--- src/rtl/riscv_pkg.sv ---
// riscv_pkg: shared encodings for the multi-cycle RV32I control unit
package riscv_pkg;
  localparam logic [6:0] OP_LW  = 7'b0000011;
  localparam logic [6:0] OP_SW  = 7'b0100011;
  localparam logic [6:0] OP_R   = 7'b0110011;
  localparam logic [6:0] OP_I   = 7'b0010011;
  localparam logic [6:0] OP_BEQ = 7'b1100011;
  localparam logic [6:0] OP_JAL = 7'b1101111;
  typedef enum logic [3:0] {
    S_FETCH = 4'd0, S_DECODE = 4'd1, S_MEMADR = 4'd2, S_MEMREAD = 4'd3,
    S_MEMWB = 4'd4, S_MEMWRITE = 4'd5, S_EXECUTER = 4'd6, S_ALUWB = 4'd7,
    S_EXECUTEI = 4'd8, S_JAL = 4'd9, S_BEQ = 4'd10
  } state_t;
  typedef enum logic [1:0] {ALUOP_ADD, ALUOP_SUB, ALUOP_FUNCT} aluop_t;
  localparam logic [2:0] ALU_ADD = 3'b000;
  localparam logic [2:0] ALU_SUB = 3'b001;
  localparam logic [2:0] ALU_AND = 3'b010;
  localparam logic [2:0] ALU_OR  = 3'b011;
  localparam logic [2:0] ALU_SLT = 3'b101;
  localparam logic [1:0] IMM_I = 2'b00;
  localparam logic [1:0] IMM_S = 2'b01;
  localparam logic [1:0] IMM_B = 2'b10;
  localparam logic [1:0] IMM_J = 2'b11;
  localparam logic [1:0] RES_ALUOUT    = 2'b00;
  localparam logic [1:0] RES_DATA      = 2'b01;
  localparam logic [1:0] RES_ALURESULT = 2'b10;
  localparam logic [1:0] SRCA_PC    = 2'b00;
  localparam logic [1:0] SRCA_OLDPC = 2'b01;
  localparam logic [1:0] SRCA_RD1   = 2'b10;
  localparam logic [1:0] SRCB_RD2   = 2'b00;
  localparam logic [1:0] SRCB_IMM   = 2'b01;
  localparam logic [1:0] SRCB_FOUR  = 2'b10;
endpackage

--- src/rtl/alu_decoder.sv ---
// alu_decoder: maps ALUOp plus funct3/funct7b5/op[5] to ALUControl
// ports: i_aluop, i_funct3, i_funct7b5, i_op5 -> o_alu_control
module alu_decoder
  import riscv_pkg::*;
(
  input  aluop_t     i_aluop,
  input  logic [2:0] i_funct3,
  input  logic       i_funct7b5,
  input  logic       i_op5,
  output logic [2:0] o_alu_control
);
  logic [2:0] w_funct;
  // op[5] separates R-type from I-type so addi never decodes as sub
  assign w_funct = i_funct3 == 3'b000 ? ((i_op5 & i_funct7b5) ? ALU_SUB : ALU_ADD) :
                   i_funct3 == 3'b010 ? ALU_SLT :
                   i_funct3 == 3'b110 ? ALU_OR  :
                   i_funct3 == 3'b111 ? ALU_AND : ALU_ADD;
  assign o_alu_control = i_aluop == ALUOP_SUB   ? ALU_SUB :
                         i_aluop == ALUOP_FUNCT ? w_funct : ALU_ADD;
endmodule

--- src/rtl/multicycle_controller.sv ---
// multicycle_controller: Moore main FSM and decode for the multi-cycle RV32I datapath
// ports: clk, reset, op, funct3, funct7b5, zero (+ mem_ready with MEM_WAIT_EN) -> datapath selects/enables, state
module multicycle_controller
  import riscv_pkg::*;
(
  input  logic       clk,
  input  logic       reset,
  input  logic [6:0] op,
  input  logic [2:0] funct3,
  input  logic       funct7b5,
  input  logic       zero,
`ifdef MEM_WAIT_EN
  input  logic       mem_ready,
`endif
  output logic       PCWrite,
  output logic       AdrSrc,
  output logic       MemWrite,
  output logic       IRWrite,
  output logic [1:0] ResultSrc,
  output logic [1:0] ALUSrcA,
  output logic [1:0] ALUSrcB,
  output logic [1:0] ImmSrc,
  output logic [2:0] ALUControl,
  output logic       RegWrite,
  output logic [3:0] state
);
  state_t r_state, w_state, w_next;
  aluop_t w_aluop;
  logic w_ready, w_pc_update, w_branch, w_mem_write, w_ir_write, w_reg_write;
`ifdef MEM_WAIT_EN
  assign w_ready = mem_ready;
`else
  assign w_ready = 1'b1;
`endif
  // reset presents FETCH on every output without waiting for the edge
  assign w_state = reset ? S_FETCH : r_state;
  always_ff @(posedge clk)
    r_state <= reset ? S_FETCH : w_next;
  always_comb begin
    w_next      = S_FETCH;
    w_pc_update = 1'b0;
    w_branch    = 1'b0;
    w_mem_write = 1'b0;
    w_ir_write  = 1'b0;
    w_reg_write = 1'b0;
    AdrSrc      = 1'b0;
    ResultSrc   = RES_ALUOUT;
    ALUSrcA     = SRCA_PC;
    ALUSrcB     = SRCB_RD2;
    w_aluop     = ALUOP_ADD;
    case (w_state)
      S_FETCH: begin
        w_next      = w_ready ? S_DECODE : S_FETCH;
        w_ir_write  = w_ready;
        w_pc_update = w_ready;
        ALUSrcB     = SRCB_FOUR;
        ResultSrc   = RES_ALURESULT;
      end
      S_DECODE: begin
        ALUSrcA = SRCA_OLDPC;
        ALUSrcB = SRCB_IMM;
        w_next  = (op == OP_LW || op == OP_SW) ? S_MEMADR :
                  op == OP_R   ? S_EXECUTER :
                  op == OP_I   ? S_EXECUTEI :
                  op == OP_JAL ? S_JAL :
                  op == OP_BEQ ? S_BEQ : S_FETCH;
      end
      S_MEMADR: begin
        ALUSrcA = SRCA_RD1;
        ALUSrcB = SRCB_IMM;
        w_next  = op == OP_SW ? S_MEMWRITE : S_MEMREAD;
      end
      S_MEMREAD: begin
        AdrSrc = 1'b1;
        w_next = w_ready ? S_MEMWB : S_MEMREAD;
      end
      S_MEMWB: begin
        ResultSrc   = RES_DATA;
        w_reg_write = 1'b1;
      end
      S_MEMWRITE: begin
        AdrSrc      = 1'b1;
        w_mem_write = 1'b1;
        w_next      = w_ready ? S_FETCH : S_MEMWRITE;
      end
      S_EXECUTER: begin
        ALUSrcA = SRCA_RD1;
        w_aluop = ALUOP_FUNCT;
        w_next  = S_ALUWB;
      end
      S_EXECUTEI: begin
        ALUSrcA = SRCA_RD1;
        ALUSrcB = SRCB_IMM;
        w_aluop = ALUOP_FUNCT;
        w_next  = S_ALUWB;
      end
      S_ALUWB: w_reg_write = 1'b1;
      S_JAL: begin
        ALUSrcA     = SRCA_OLDPC;
        ALUSrcB     = SRCB_FOUR;
        w_pc_update = 1'b1;
        w_next      = S_ALUWB;
      end
      S_BEQ: begin
        ALUSrcA  = SRCA_RD1;
        w_aluop  = ALUOP_SUB;
        w_branch = 1'b1;
      end
      default: ;
    endcase
  end
  alu_decoder u_alu_decoder (
    .i_aluop       (w_aluop),
    .i_funct3      (funct3),
    .i_funct7b5    (funct7b5),
    .i_op5         (op[5]),
    .o_alu_control (ALUControl)
  );
  assign ImmSrc   = (op == OP_LW || op == OP_I) ? IMM_I :
                    op == OP_SW  ? IMM_S :
                    op == OP_BEQ ? IMM_B :
                    op == OP_JAL ? IMM_J : IMM_I;
  assign PCWrite  = ~reset & (w_pc_update | (w_branch & zero));
  assign MemWrite = ~reset & w_mem_write;
  assign IRWrite  = ~reset & w_ir_write;
  assign RegWrite = ~reset & w_reg_write;
  assign state    = w_state;
endmodule

--- config.mk ---
export PLATFORM = sky130hd
export DESIGN_NAME = multicycle_controller
export DESIGN_NICKNAME = d
export VERILOG_FILES = /design/src/rtl/riscv_pkg.sv /design/src/rtl/alu_decoder.sv /design/src/rtl/multicycle_controller.sv
export SDC_FILE = /design/constraint.sdc
export NUM_CORES = 1
export LEC_CHECK = 0
export CAP_MARGIN = 20
export CORE_ASPECT_RATIO = 1.2
export CORE_MARGIN = 5
export CORE_UTILIZATION = 25
export CTS_CLUSTER_DIAMETER = 30
export DETAILED_ROUTE_END_ITERATION = 7
export SYNTH_ARGS = -nofsm -noshare
export SYNTH_HDL_FRONTEND = slang
export SYNTH_SLANG_ARGS = --single-unit
export TNS_END_PERCENT = 5
--- constraint.sdc ---
create_clock -name clk -period 1.55 [get_ports clk]
set_clock_uncertainty 0.15 [all_clocks]
set_input_delay 0.31 -clock clk [delete_from_list [all_inputs] [get_ports clk]]
set_output_delay 0.31 -clock clk [all_outputs]
set_load 0.005 [all_outputs]
==> key figures <==
Layout
  – Diode count: 0
  – Post-Layout Cell Count: between 150 and 200
  – Share of layout cells above drive strength 1: about three fifths
  – Nets: around 160
  – Regs by FF count: r_state: 4 flops
  – Commonest cells after routing, fill and taps aside: 31 x buf_4, 14 x buf_2, 7 x nor2_1, 7 x nand2_1, 7 x dlygate4sd2_1
  – Commonest non-fill, non-tap cell in the layout: buf_4
  – Final Util: a little over 50%
  – Number of fill cells: between 200 and 250
  – Reg with most FFs: r_state
  – Syn-to-layout area delta: 95.16%
  – Max reg flops: 4

Min path
  – Hold WC Path Type: input pin to register
  – Hold path start: reset

Place
  – Port Buffers: 33
  – Final HPWL DP: between 1500 and 2000 µm
  – GPL Wtd Cong: between 0.8 and 0.9
  – Placed cell count: 171

Setup path
  – Crit Path Max Fanout: 6
  – Worst reg-to-reg path cell count: 5
  – Worst path depth: 4
  – Worst setup path category: register to output pin
  – Crit. Startpoint: r_state[3]
  – FF-to-FF setup slack: -0.06 ns
  – Buffers plus inverters on the worst setup path: 3
  – Critical path launch point type: register
  – Worst r2r src: r_state[3]
  – Worst path cell trace: nand2b_4, inv_2, buf_4, clkdlybuf4s50_1
  – Critical Path End: state[3]
  – Arrival @ worst endpoint: approximately 1.4 ns
  – Setup crit end kind: output pin
  – Required @ worst endpoint: roughly 1.1 ns
  – Reg2reg end: r_state[1]
  – Slowest cell on crit path: clkdlybuf4s50_1
  – Delay-heaviest family, CP: buffers and inverters
  – Worst path max stage delay: a little under 0.5 ns

STA
  – Max Slew Vio Count: 0
  – Final setup TNS: -3.323 ns
  – Crit share post-route: 120.3%
  – Unrepaired setup endpoints after global routing: true
  – Slack of the critical path: -0.3142 ns
  – Final hold viol count: 0
  – Worst-margin pin slew: ~0.31 ns
  – Final setup viols: 18
  – Achievable Freq: 0.5364 GHz
  – Max-slew headroom: about four fifths
  – Tmin final: roughly 1.9 ns

Logic synthesis
  – Async set-reset flop share out of synthesis: 0%
  – Sequential area share after synthesis: between 10% and 20%
  – Synth Cell Area: ~620 µm²
  – Top FF cell, synth: dfxtp_1
  – Ys Warns: 0
  – Syn_nets: 98
  – Synth area leaders: dfxtp_1 13%, buf_6 7.3%, nor2_1 6.7%
  – Synth cell types: 38
  – Mean Syn Cell Area: approximately 7.4 µm²
  – Leading area contributor after synthesis: dfxtp_1
  – EDFF count, synth: 0
  – Post-Syn Instances: 84
  – Seq cells post-synth: 4
  – Top cell type's share of synthesized area: 12.90%

Routing
  – Residual DRC count: 0
  – Final ANT Viol Nets: 0
  – Via count: 834
  – DR pass1 iterations: 4
  – Via/cell ratio: about 4.7
  – Iteration-0 DRC count of the detailed router: 11
  – WL/cell: roughly 12 µm
  – WL final: roughly 2200 µm

Clocking
  – Clock Latency Late Sink: around 0.24 ns
  – Clock Path Buffers: 2
  – Clock sinks: 4
  – Clock transition at path regs: about 0.030 ns
  – Hold buffer count at CTS: 0
  – H-Tree Depth: 1
  – Root Driver: clkbuf_4
  – TritonCTS buffer count: 3
  – TritonCTS clock tree: built

Die
  – I/O pin total: 34
  – Die width: 55.48 µm
  – Num rows: 19
  – Initial core utilization: 26.64%
  – Die Span Y: roughly 65 µm
  – Full die area: approximately 3600 µm²
  – Core area: around 2300 µm²

GRT
  – GR peak layer: met2
  – GRT overflow: 0
  – First-pass GRT wire length: 3698 µm
  – Gr usage total: approximately 13%
  – Initial antenna violation count: 0
  – Met2 Track Usage GR: between 20% and 30%
  – Met3 Use GR: 4.563%
  – Routing usage on met1: a little over an eighth
  – Largest net degree at the start of global routing: 13
  – Vias in the first global route: 837

Power
  – Peak supply drop: roughly 0.32 mV
  – Leak: slightly below 0.6 nW
  – PD cells: 358.3 nW/µm²

Status
  – Run status: finished, violations left
  – Failing checks: negative setup slack

Job
  – Max_cap viols: 0
[synth_stat cells (2+ instances only)]
library cell and count:
o211ai_1 2, nor2_1 11, a221o_1 2, inv_1 5, buf_6 4, nor3_1 8, xor2_1 2, buf_2 2
dfxtp_1 4, o21ai_0 3, a21oi_1 3, inv_2 2, xnor2_1 2, nand2b_1 2, nand2_1 9
[power breakdown]
group | internal, W | switching (W) | total, W
clock | 0.0000868 | 0.0000445 | 0.000131
combinational | 0.000113 | 0.0000784 | 0.000191
sequential | 0.000107 | 0.00000481 | 0.000112
[stage by stage]
| stage | hold slack [ns] | worst slack [ns] | instance area (µm²) | total power (W) |
|---|---|---|---|---|
| 2_1_floorplan | 0.3412 | -0.01650 | 620.6 | 0.0001928 |
| 3_3_place_gp | 0.5430 | -0.9759 | 1145 | 0.0003044 |
| 3_5_place_dp | 0.5436 | -0.9774 | 1145 | 0.0003059 |
| 4_1_cts | 0.2539 | -0.3553 | 1174 | 0.0004343 |
| 5_1_grt | 0.2962 | -0.3702 | 1211 | 0.0004674 |
| 6_report | 0.2843 | -0.3142 | 1211 | 0.0004340 |
[cell families after synthesis]
logic type / count (synthesis) / share of synthesized area [%]
buf+inv: 14 / 15.52
fa+ha+maj: 1 / 1.613
compound gates: 16 / 18.75
flops: 4 / 12.90
xor+xnor: 4 / 5.646
simple gates: 45 / 45.57
[how the worst min path moves through the flow]
| stage | endpoint | slack [ns] | cells past startpoint |
|---|---|---|---|
| after global routing | r_state[0] | 0.30 | 3 |
| final | r_state[0] | 0.28 | 3 |
| after global placement | r_state[3] | 0.54 | 3 |
| after floorplan | r_state[0] | 0.34 | 2 |
| after detailed placement | r_state[3] | 0.54 | 3 |
| after CTS | r_state[0] | 0.25 | 3 |
[final cells by class]
type | instances | area, µm² | area share, %
clock buffer | 3 | 22.52 | 1.860
inverter | 7 | 26.28 | 2.169
multi-input combinational | 66 | 521.8 | 43.08
sequential | 4 | 87.58 | 7.231
tap | 31 | 38.79 | 3.202
timing repair buffer | 68 | 514.2 | 42.46
[metal layers]
| metal | wire length [µm] | part of all wire [%] | up-vias |
|---|---|---|---|
| met1 | 894 | 41 | 391 |
| met3 | 108 | 4.9 | 2 |
| met4 | 8 | 0.36 | 0 |
| met5 | 0 | 0 | - |
| li1 | - | - | 426 |
| met2 | 1189 | 54 | 15 |
[tightest hold or removal path, delay by kind of cell]
family,cells,cell delay [ns]
buffers and inverters,2,0.27
AO/OA/AOI/OAI,1,0.04
[what timing repair did]
action / 4_1_cts / 5_1_grt
endpoints found under the setup margin: 23 / 22
resized for setup: 92 / 21
setup buffers: 4 / 1
pin swaps: 16 / 8
(Power assumes the default switching activity.)
